**config.mk**
```make
export PLATFORM = sky130hd
export DESIGN_NAME = enemy_base_hit_tracker_flat
export DESIGN_NICKNAME = d
export VERILOG_FILES = /design/src/rtl/enemy_base_hit_tracker_pkg.sv /design/src/rtl/enemy_base_hit_tracker_if.sv /design/src/rtl/enemy_base_hit_tracker_box_contains.sv /design/src/rtl/enemy_base_hit_tracker.sv /design/src/flat_wrapper.sv
export SDC_FILE = /design/constraint.sdc
export NUM_CORES = 1
export LEC_CHECK = 0
export BUFFER_PORTS_ARGS = -buffer_cell sky130_fd_sc_hd__buf_2
export CORE_ASPECT_RATIO = 2
export CORE_MARGIN = 1
export CORE_UTILIZATION = 25
export CTS_BUF_LIST = sky130_fd_sc_hd__clkbuf_4 sky130_fd_sc_hd__clkbuf_8
export DETAILED_ROUTE_END_ITERATION = 16
export GPL_ROUTABILITY_DRIVEN = 0
export PLACE_DENSITY = 0.49
export SLEW_MARGIN = 15
export SYNTH_ARGS = -nofsm -noshare
export SYNTH_HDL_FRONTEND = slang
export SYNTH_SLANG_ARGS = --single-unit
```
**constraint.sdc**
```tcl
create_clock -name vga_clk -period 1.97 [get_ports vga_clk]
set_input_delay 0.4925 -clock vga_clk [delete_from_list [all_inputs] [get_ports vga_clk]]
set_output_delay 0.4925 -clock vga_clk [all_outputs]
set_load 0.01 [all_outputs]
```
**src/rtl/enemy_base_hit_tracker_pkg.sv**
```systemverilog
// Shared definitions for the enemy base hit tracker.
// Holds the life-cycle state encoding, sprite/bullet/screen geometry,
// the hit and timing limits, and small helper functions used by the top.
package enemy_base_pkg;

  // Life cycle of the base sprite.
  typedef enum logic [1:0] {
    ST_ALIVE   = 2'd0,
    ST_FLASH   = 2'd1,
    ST_EXPLODE = 2'd2,
    ST_DEAD    = 2'd3
  } base_state_e;

  localparam logic [9:0] SPRITE_W       = 10'd64;
  localparam logic [9:0] SPRITE_H       = 10'd72;
  localparam logic [9:0] BULLET_SZ      = 10'd4;
  localparam logic [2:0] MAX_HITS       = 3'd6;
  localparam logic [4:0] FLASH_FRAMES   = 5'd8;
  localparam logic [4:0] EXPLODE_FRAMES = 5'd16;
  localparam logic [9:0] SCREEN_LAST_X  = 10'd639;
  localparam logic [9:0] SCREEN_LAST_Y  = 10'd479;

  // Frame-counter values seen on the last frame of each timed state.
  localparam logic [3:0] FLASH_LAST   = 4'(FLASH_FRAMES - 5'd1);
  localparam logic [3:0] EXPLODE_LAST = 4'(EXPLODE_FRAMES - 5'd1);

  // The last visible pixel of the raster marks the end of a frame.
  function automatic logic is_frame_end(input logic [9:0] x, input logic [9:0] y);
    return (x == SCREEN_LAST_X) && (y == SCREEN_LAST_Y);
  endfunction

  // Hit counter increment that sticks at the destruction threshold.
  function automatic logic [2:0] hits_sat_inc(input logic [2:0] h);
    return (h >= MAX_HITS) ? MAX_HITS : h + 3'd1;
  endfunction

endpackage

```
**src/rtl/enemy_base_hit_tracker_if.sv**
```systemverilog
// Pixel/sprite/bullet bus of the enemy base hit tracker.
// master: the video/game side that drives scan position, sprite data,
//         bullet and respawn, and observes the tracker outputs.
// slave : the tracker itself.
interface enemy_base_hit_tracker_if;
  logic [9:0] DrawX;
  logic [9:0] DrawY;
  logic [9:0] Base_X;
  logic [9:0] Base_Y;
  logic [2:0] base_rom;
  logic [9:0] bullet_X;
  logic [9:0] bullet_Y;
  logic       bullet_active;
  logic       respawn;
  logic       collided;
  logic       draw_enable;
  logic [2:0] hits;
  logic       destroyed;
  logic [1:0] explode_frame;

  modport master (
    output DrawX, DrawY, Base_X, Base_Y, base_rom,
    output bullet_X, bullet_Y, bullet_active, respawn,
    input  collided, draw_enable, hits, destroyed, explode_frame
  );

  modport slave (
    input  DrawX, DrawY, Base_X, Base_Y, base_rom,
    input  bullet_X, bullet_Y, bullet_active, respawn,
    output collided, draw_enable, hits, destroyed, explode_frame
  );
endinterface

```
**src/rtl/enemy_base_hit_tracker_box_contains.sv**
```systemverilog
// Combinational point-in-rectangle test.
// Ports: i_px/i_py point, i_cx/i_cy rectangle top-left corner,
//        i_w/i_h rectangle size, o_inside high when the point is covered.
// The offsets are 10-bit wrapping differences, so a point left of or above
// the corner wraps to a large offset and is rejected by the same compare.
module box_contains (
  input  logic [9:0] i_px,
  input  logic [9:0] i_py,
  input  logic [9:0] i_cx,
  input  logic [9:0] i_cy,
  input  logic [9:0] i_w,
  input  logic [9:0] i_h,
  output logic       o_inside
);
  logic [9:0] w_dx;
  logic [9:0] w_dy;

  assign w_dx     = i_px - i_cx;
  assign w_dy     = i_py - i_cy;
  assign o_inside = (w_dx < i_w) && (w_dy < i_h);
endmodule

```
**src/rtl/enemy_base_hit_tracker.sv**
```systemverilog
// Enemy base hit tracker.
// Watches the scan for pixels where an active player bullet overlaps an
// opaque base sprite pixel, accumulates one hit per frame, and runs the
// base through ALIVE -> FLASH / EXPLODE -> DEAD, updating once per frame.
// Ports: vga_clk pixel clock, reset_n async active-low reset,
//        bus (slave) scan position, sprite, bullet, respawn in;
//        collided, draw_enable, hits, destroyed, explode_frame out.
module enemy_base_hit_tracker
  import enemy_base_pkg::*;
(
  input  logic                      vga_clk,
  input  logic                      reset_n,
  enemy_base_hit_tracker_if.slave   bus
);

  logic        w_in_box;
  logic        w_in_bullet;
  logic        w_pixel_hit;
  logic        w_frame_end;
  logic        w_hit_this_frame;
  logic        w_respawn_now;
  logic [2:0]  w_hits_inc;

  base_state_e w_state_nx;
  logic [3:0]  w_cnt_nx;
  logic [2:0]  w_hits_nx;
  logic        w_collided_nx;
  logic        w_frame_hit_nx;
  logic        w_draw_nx;
  logic [1:0]  w_explode_nx;

  base_state_e r_state;
  logic [3:0]  r_frame_cnt;
  logic [2:0]  r_hits;
  logic        r_collided;
  logic        r_frame_hit;
  logic        r_draw_enable;
  logic        r_destroyed;
  logic [1:0]  r_explode_frame;

  box_contains u_base_box (
    .i_px     (bus.DrawX),
    .i_py     (bus.DrawY),
    .i_cx     (bus.Base_X),
    .i_cy     (bus.Base_Y),
    .i_w      (SPRITE_W),
    .i_h      (SPRITE_H),
    .o_inside (w_in_box)
  );

  box_contains u_bullet_box (
    .i_px     (bus.DrawX),
    .i_py     (bus.DrawY),
    .i_cx     (bus.bullet_X),
    .i_cy     (bus.bullet_Y),
    .i_w      (BULLET_SZ),
    .i_h      (BULLET_SZ),
    .o_inside (w_in_bullet)
  );

  assign w_pixel_hit = w_in_box && w_in_bullet && bus.bullet_active && (bus.base_rom != 3'd0);
  assign w_frame_end = is_frame_end(bus.DrawX, bus.DrawY);
  // A hit on the frame-end pixel itself still belongs to the ending frame.
  assign w_hit_this_frame = r_frame_hit || w_pixel_hit;
  assign w_respawn_now    = (r_state == ST_DEAD) && bus.respawn;
  assign w_hits_inc       = hits_sat_inc(r_hits);

  // Next-state, frame counter, hit count and collision flag.
  always_comb begin
    w_state_nx    = r_state;
    w_cnt_nx      = r_frame_cnt;
    w_hits_nx     = r_hits;
    w_collided_nx = r_collided;
    if (w_respawn_now) begin
      w_state_nx    = ST_ALIVE;
      w_cnt_nx      = 4'd0;
      w_hits_nx     = 3'd0;
      w_collided_nx = 1'b0;
    end else if (w_frame_end) begin
      // collided only survives one frame; it is re-raised below on a new hit.
      w_collided_nx = 1'b0;
      case (r_state)
        ST_ALIVE: begin
          w_cnt_nx = 4'd0;
          if (w_hit_this_frame) begin
            w_hits_nx     = w_hits_inc;
            w_collided_nx = 1'b1;
            if (w_hits_inc == MAX_HITS) begin
              w_state_nx = ST_EXPLODE;
            end else begin
              w_state_nx = ST_FLASH;
            end
          end else begin
            w_state_nx = ST_ALIVE;
          end
        end
        ST_FLASH: begin
          if (r_frame_cnt == FLASH_LAST) begin
            w_state_nx = ST_ALIVE;
            w_cnt_nx   = 4'd0;
          end else begin
            w_cnt_nx = r_frame_cnt + 4'd1;
          end
        end
        ST_EXPLODE: begin
          if (r_frame_cnt == EXPLODE_LAST) begin
            w_state_nx = ST_DEAD;
            w_cnt_nx   = 4'd0;
          end else begin
            w_cnt_nx = r_frame_cnt + 4'd1;
          end
        end
        ST_DEAD: begin
          w_cnt_nx = 4'd0;
        end
        default: begin
          w_state_nx = ST_ALIVE;
          w_cnt_nx   = 4'd0;
        end
      endcase
    end else begin
      w_state_nx = r_state;
    end
  end

  // Sticky per-frame hit flag: cleared at frame end and on revival.
  always_comb begin
    w_frame_hit_nx = r_frame_hit;
    if (w_respawn_now || w_frame_end) begin
      w_frame_hit_nx = 1'b0;
    end else if (w_pixel_hit) begin
      w_frame_hit_nx = 1'b1;
    end else begin
      w_frame_hit_nx = r_frame_hit;
    end
  end

  // Output values derived from the next state so they register together with it.
  always_comb begin
    w_draw_nx    = 1'b0;
    w_explode_nx = 2'd0;
    case (w_state_nx)
      ST_ALIVE:   w_draw_nx = 1'b1;
      ST_FLASH:   w_draw_nx = ~w_cnt_nx[1];
      ST_EXPLODE: w_explode_nx = w_cnt_nx[3:2];
      ST_DEAD:    w_draw_nx = 1'b0;
      default:    w_draw_nx = 1'b0;
    endcase
  end

  // State and registered outputs.
  always_ff @(posedge vga_clk or negedge reset_n) begin
    if (!reset_n) begin
      r_state         <= ST_ALIVE;
      r_frame_cnt     <= 4'd0;
      r_hits          <= 3'd0;
      r_collided      <= 1'b0;
      r_frame_hit     <= 1'b0;
      r_draw_enable   <= 1'b1;
      r_destroyed     <= 1'b0;
      r_explode_frame <= 2'd0;
    end else begin
      r_state         <= w_state_nx;
      r_frame_cnt     <= w_cnt_nx;
      r_hits          <= w_hits_nx;
      r_collided      <= w_collided_nx;
      r_frame_hit     <= w_frame_hit_nx;
      r_draw_enable   <= w_draw_nx;
      r_destroyed     <= (w_state_nx == ST_DEAD);
      r_explode_frame <= w_explode_nx;
    end
  end

  assign bus.collided      = r_collided;
  assign bus.draw_enable   = r_draw_enable;
  assign bus.hits          = r_hits;
  assign bus.destroyed     = r_destroyed;
  assign bus.explode_frame = r_explode_frame;

endmodule

```
**src/flat_wrapper.sv**
```systemverilog
// flat-port wrapper written by rule: the top's interface ports become plain ports
module enemy_base_hit_tracker_flat import enemy_base_pkg::*;
  (vga_clk, reset_n, bus_DrawX, bus_DrawY, bus_Base_X, bus_Base_Y, bus_base_rom, bus_bullet_X, bus_bullet_Y, bus_bullet_active, bus_respawn, bus_collided, bus_draw_enable, bus_hits, bus_destroyed, bus_explode_frame);
  enemy_base_hit_tracker_if bus_i ();
  input  logic vga_clk;
  input  logic reset_n;
  input wire logic [$bits(bus_i.DrawX)-1:0] bus_DrawX;
  input wire logic [$bits(bus_i.DrawY)-1:0] bus_DrawY;
  input wire logic [$bits(bus_i.Base_X)-1:0] bus_Base_X;
  input wire logic [$bits(bus_i.Base_Y)-1:0] bus_Base_Y;
  input wire logic [$bits(bus_i.base_rom)-1:0] bus_base_rom;
  input wire logic [$bits(bus_i.bullet_X)-1:0] bus_bullet_X;
  input wire logic [$bits(bus_i.bullet_Y)-1:0] bus_bullet_Y;
  input wire logic [$bits(bus_i.bullet_active)-1:0] bus_bullet_active;
  input wire logic [$bits(bus_i.respawn)-1:0] bus_respawn;
  output wire logic [$bits(bus_i.collided)-1:0] bus_collided;
  output wire logic [$bits(bus_i.draw_enable)-1:0] bus_draw_enable;
  output wire logic [$bits(bus_i.hits)-1:0] bus_hits;
  output wire logic [$bits(bus_i.destroyed)-1:0] bus_destroyed;
  output wire logic [$bits(bus_i.explode_frame)-1:0] bus_explode_frame;
  assign bus_i.DrawX = bus_DrawX;
  assign bus_i.DrawY = bus_DrawY;
  assign bus_i.Base_X = bus_Base_X;
  assign bus_i.Base_Y = bus_Base_Y;
  assign bus_i.base_rom = bus_base_rom;
  assign bus_i.bullet_X = bus_bullet_X;
  assign bus_i.bullet_Y = bus_bullet_Y;
  assign bus_i.bullet_active = bus_bullet_active;
  assign bus_i.respawn = bus_respawn;
  assign bus_collided = bus_i.collided;
  assign bus_draw_enable = bus_i.draw_enable;
  assign bus_hits = bus_i.hits;
  assign bus_destroyed = bus_i.destroyed;
  assign bus_explode_frame = bus_i.explode_frame;
  enemy_base_hit_tracker u_core (.vga_clk(vga_clk), .reset_n(reset_n), .bus(bus_i));
endmodule
```
After elaboration in Yosys (flattened, before gate mapping) --
Cells that the tools add are included. Widths: inputs -> output; s select.
Cells by class: add/sub/neg operators 6, equal/unequal tests 11, reductions and logical operators 18, mux-type cells 25, bitwise logic cells 1, magnitude comparators 5
Operator list (number):
- $sub 10x10->10 | 4
- $lt 10x3->1 const B | 2
- $lt 10x7->1 const B | 2
- $mux 4 | 4
- $mux 3 | 5
- $mux 2 | 7
- $pmux 4 s3 | 1
- $eq 10x10->1 const B | 1
- $eq 10x9->1 const B | 1
- $eq 2x2->1 const B | 4
- $reduce_bool 2->1 | 4
- $logic_and 1x1->1 | 7
- $mux 1 | 6
- $pmux 2 s3 | 1
- $add 4x1->4 const B | 1
- $eq 2x1->1 const B | 2
- $eq 4x3->1 const B | 1
- $eq 4x4->1 const B | 1
- $logic_not 2->1 | 2
- $add 3x1->3 const B | 1
- $eq 3x3->1 const B | 1
- $ge 3x3->1 const B | 1
- $reduce_and 3->1 | 1
- $reduce_bool 3->1 | 1
- 4 further kinds | 5
Word-level totals: word-level logic and storage cells 75, output and inout port bits 8, register bits 15

Longest topological paths before layout --
word-level depth 13, gate-level depth with buffers 12, mapped depth without buffers 11

Modules after synthesis --
Synthesis repeated with hierarchy kept, for this count alone.
Unflattened totals: cell total of the unflattened synthesis 474, area, all modules 3573.4 sq um
By module, submodules not included:
- box_contains at u_core.u_base_box | instances 1, area each 1342.5 sq um, cells an instance 188
- box_contains at u_core.u_bullet_box | instances 1, area each 1341.3 sq um, cells an instance 187
- enemy_base_hit_tracker | instances 1, area each 889.6 sq um, cells an instance 99

Worst setup path before layout --
Ideal clock, no wire load.
path type input-to-reg, start in bus_bullet_Y[6], end reg u_core.r_hits[1], in the netlist u_core.bus.hits[1], data required time 1846 ps, library setup time 124 ps, slack -985 ps, path buffers 1, arrival 2831 ps, stages 12, cells stage by stage inv_1 ha_1 buf_2 and3_1 a221o_1 a31oi_1 o211ai_1 nand2b_1 mux2i_1 a41oi_4 o211a_1 a211o_1
Between the ends: word-level cells in the longest chain between the ends 9
Ends and longest elaborated chain:
- start: declaration | line flat_wrapper.sv:13 | input wire logic [$bits(bus_i.bullet_Y)-1:0] bus_bullet_Y;
- $sub 10x10->10 | line enemy_base_hit_tracker_box_contains.sv:19 | assign w_dy = i_py - i_cy;
- $lt 10x3->1 | line enemy_base_hit_tracker_box_contains.sv:20 | assign o_inside = (w_dx < i_w) && (w_dy < i_h);
- $logic_and 1x1->1 | line enemy_base_hit_tracker_box_contains.sv:20
- $logic_and 1x1->1 (3 in a row) | line enemy_base_hit_tracker.sv:61 | assign w_pixel_hit = w_in_box && w_in_bullet && bus.bullet_active && (bus.base_rom != 3'd0);
- $logic_or 1x1->1 | line enemy_base_hit_tracker.sv:64 | assign w_hit_this_frame = r_frame_hit || w_pixel_hit;
- $reduce_bool 2->1 (no source line)
- $reduce_and 3->1 (no source line)
- end signal: assignment | line enemy_base_hit_tracker.sv:165 | r_hits <= w_hits_nx;
- end: declaration | line enemy_base_hit_tracker.sv:34 | logic [2:0] r_hits;
No other way between the ends. A chain may end at the register's enable or synchronous reset.

Worst setup path after layout --
start in bus_DrawY[1], end reg u_core.r_hits[1], in the netlist u_core.bus.hits[1]
Between the ends: word-level cells in the longest chain between the ends 9, elaborated cells between the ends (all ways) 15, those cells by class add/sub (2); order compare (2); eq/ne (1); reduce/logical (10)
Ends and longest elaborated chain:
- start: declaration | line flat_wrapper.sv:8 | input wire logic [$bits(bus_i.DrawY)-1:0] bus_DrawY;
- $sub 10x10->10 | line enemy_base_hit_tracker_box_contains.sv:19
- $lt 10x7->1 or $lt 10x3->1 (tied branches) | line enemy_base_hit_tracker_box_contains.sv:20
- $logic_and 1x1->1 | line enemy_base_hit_tracker_box_contains.sv:20
- $logic_and 1x1->1 (3 in a row) | line enemy_base_hit_tracker.sv:61
- $logic_or 1x1->1 | line enemy_base_hit_tracker.sv:64
- $reduce_bool 2->1 (no source line)
- $reduce_and 3->1 (no source line) (*)
Mark *: on every way between the ends. The rest lies on a longest branch, timed or not.

==> flow_summary.ini <==
[synthesis]
synth_cells = 316
ys_types = 66
yosysWarnings = 0
syn_nets = 417
synth_area_um2 = 2550
synthAdderAreaFrac_pct = 16.7
synth-simple-area-share_pct = 25.7
synthMuxAreaShare_pct = 4.12
synthArstFlopShare_pct = 100
synth_edf_count = 0
syn_area_per_cell_um2 = 8.07
synth_seq_cells = 15
synthFlopType = dfrtp_1
synth_compound_area_share_pct = 28.3
synth_top_family_by_area = compound AO/OA/AOI/OAI gates
synth_xor_area_share_pct = 3.09
seq_area_frac_synth_pct = 14.8

[timing]
hold_viol = 0
min_period_over_period_pct = 141
setup_viol = 11
grt_setup_unrepaired = true
slew_headroom_pct = 69.6
finClkSkew_ns = 0.00127
worstMarginPinSlew_ns = 0.454
maxSlewViolCount = 0
finalCriticalPeriod_ns = 2.79
fmax_ghz = 0.359
worst_slack_ns = -0.816

[floorplanning]
rows = 51
ioPinCount = 75
die-area_um2 = 10600
die_h_um = 145
core_area_um2 = 9830
start_util_pct = 25.9
die_w_um = 73.4

[worst_hold_path]
hold_path_class = in2async

[cts]
worstSkewPairLatency_ns = 0.25
tritoncts = built
cts_buffers = 3
cts_sinks = 15
htree_levels = 1
cts_buffer_depth = 2
hold_buffers = 0
cts_root_buffer = clkbuf_8
clkTransAtPathRegs_ns = 0.06

[route]
route.detailed.drc = 0
vias = 3030
drt-total-wl_mm = 8.93
first_pass_iters = 4
vias_per_cell = 4.95
wire_per_inst_um = 14.6
first_iter_violations = 55
postRouteAntennaNets = 0

[cells_and_area]
nNetsFinal = 582
ff_latch_area_um2 = 377
multi_input_area_um2 = 2360
nFillCells = 991
diodes = 0
fin_util_pct = 43.5
finalNonFillerCells = 612
fin_area_um2 = 4270
areaGrowthSynthToFinish_pct = 67.6
drive_gt1_share_pct = 50.2

[global_route]
grt_pass1_vias = 3014
antenna_found_initial = 0
grt_pass1_wl_mm = 13.2
grt_overflow = 0
grt_start_max_net_pins = 16
grtUsageTotal_pct = 16.1

[critical_path]
cp-end-kind = register
critical_path_required_ns = 2.10
cp_common_cell = nor4_4
start_kind = input pin
crit_family = compound AO/OA/AOI/OAI gates
path_class = in2reg
cp_max_fo = 8
cp.buffers_inverters = 4
cp_slowest_cell = a2111oi_4
cp_cell_sequence = buf_8 > buf_12 > ha_4 > a2111oi_4 > nor4_4 > nor4_4 > buf_4 > o211ai_1 > nor3b_2 > a41oi_4 > buf_6 > o211a_1 > a211o_1
max_stage_delay_ns = 0.37
ff2ff_setup_slack_ns = 0.02
worst_ep_arrival_time_ns = 2.92

[pwr]
leakagePower_nw = 2.11
power_density_nw_per_um2 = 355
power_mw = 1.52
ir_drop_mv = 0.376

[placed_design]
dp.cells = 595
pre_cts_ws_ns = -1.28
io_buffers = 74
hpwl_mm = 7.51
dpl_cell_area_um2 = 3740

[job]
maxCapViolCount = 0

[status]
violations = setup timing
status = finished, violations left
==> report_power, final <==
part / switching [mW] / total [mW] / leakage, nW / internal [mW]
sequential: 0.0000752 / 0.308 / 0.196 / 0.308
combinational: 0.432 / 0.947 / 1.89 / 0.516
clock: 0.104 / 0.261 / 0.0262 / 0.157
total: 0.536 / 1.52 / 2.11 / 0.981
==> registers in the layout, summed over array words and instances, names as in the netlist <==
name	count
u_core.bus.destroyed	1
u_core.r_state	2
u_core.bus.collided	1
u_core.bus.draw_enable	1
u_core.bus.hits	3
u_core.bus.explode_frame	2
u_core.r_frame_hit	1
u_core.r_frame_cnt	4
==> path summary, 6_finish.rpt <==
path	depth (start not counted)	startpoint	to
worst min register to register	1	u_core.bus.collided$_DFFE_PN0N_	u_core.bus.collided$_DFFE_PN0N_
min in group vga_clk	1	u_core.bus.collided$_DFFE_PN0N_	u_core.bus.collided$_DFFE_PN0N_
max in group asynchronous	1	reset_n	u_core.bus.draw_enable$_DFF_PN1_
worst max register to register	8	u_core.r_frame_cnt[0]$_DFFE_PN0N_	u_core.bus.explode_frame[1]$_DFF_PN0_
worst min-delay path	1	reset_n	u_core.r_frame_cnt[3]$_DFF_PN0_
worst max-delay path	13	bus_DrawY[1]	u_core.bus.hits[1]$_DFFE_PN0P_
==> layer usage <==
| metal | GRT usage [%] | share of wire [%] |
|---|---|---|
| met1 | 14.3 | 34 |
| met4 | 5.77 | 2.8 |
| met5 | 0 | 0 |
| met3 | 0.762 | 2.9 |
| met2 | 35.4 | 60 |
==> logic make-up (layout without fill, tap and decap cells) <==
logic type / count (synthesis) / in the layout
simple gates: 112 / 112
compound gates: 87 / 87
buf+inv: 49 / 213
fa+ha+maj: 34 / 34
flops: 15 / 15
mux: 10 / 10
xor+xnor: 9 / 9
==> synth_stat cells (all sizes together) (3+ instances only) <==
cell	instances	area share, %
a2111oi	4	2.6
a211oi	3	1.1
a21o	7	2.1
a21oi	14	2.9
a31o	4	1.4
a31oi	4	0.98
and3	7	1.7
and4	3	1.0
dfrtp	14	14
ha	34	17
inv	46	6.8
mux2	4	1.8
mux2i	6	2.4
nand2	17	2.5
nand2b	13	3.8
nand3	4	0.79
nand3b	3	0.88
nand4	4	0.98
nand4b	3	1.0
nor2	19	2.8
nor2b	4	0.98
nor3	11	2.2
nor4	8	2.6
o211a	5	2.0
o211ai	3	0.88
o21a	4	1.2
o21ai	12	2.4
o21bai	3	1.0
o22ai	3	0.74
or3	10	2.7
xnor2	6	2.1
xor2	3	1.0
==> stage by stage <==
stage | hold slack [ns] | setup TNS [ns]
finish | 0.142 | -7.90
detailed placement | 0.417 | -13.98
CTS | 0.149 | -8.57
floorplan | 0.197 | -8.79
global placement | 0.418 | -13.76
global route | 0.167 | -9.22
==> worst register-to-register path: stages (launching register included) <==
cell	delay, ns
dfrtp_1	0.39
ha_1	0.24
nand3b_1	0.09
a21oi_1	0.08
o21bai_1	0.19
or2_4	0.25
or3_4	0.34
a21oi_4	0.17
o211a_1	0.15
==> final cells by class <==
class                      count  area share, %
multi-input combinational    252           55.4
tap                          132           3.87
clock buffer                   4           1.14
sequential                    15           8.82
timing repair buffer         163           26.5
inverter                      46           4.28
==> layout by cell type (no fill, tap or decap), types with 4 or more instances in the layout <==
cell type / instances
o21ai_0: 6
nor3_1: 10
mux2i_1: 5
a21oi_1: 10
buf_2: 64
buf_6: 13
inv_2: 5
or3_1: 8
nor2b_1: 4
a21o_1: 6
nand4_1: 4
ha_1: 19
buf_4: 84
nor2_1: 15
inv_1: 38
o21a_1: 4
o211a_1: 5
dfrtp_1: 14
o21ai_1: 5
and3_1: 5
xnor2_1: 6
nand2b_1: 10
nor2_2: 4
nand3_1: 4
nor4_1: 4
nand2_1: 15
ha_4: 14
==> timing repair <==
| action | CTS | global route |
|---|---|---|
| gates cloned | 0 | 0 |
| setup endpoints to repair | 13 | 13 |
| buffers inserted | 8 | 5 |
| gates resized for setup | 37 | 41 |
| pin swaps | 16 | 14 |
Note: power is estimated with default switching activity, not from simulation.
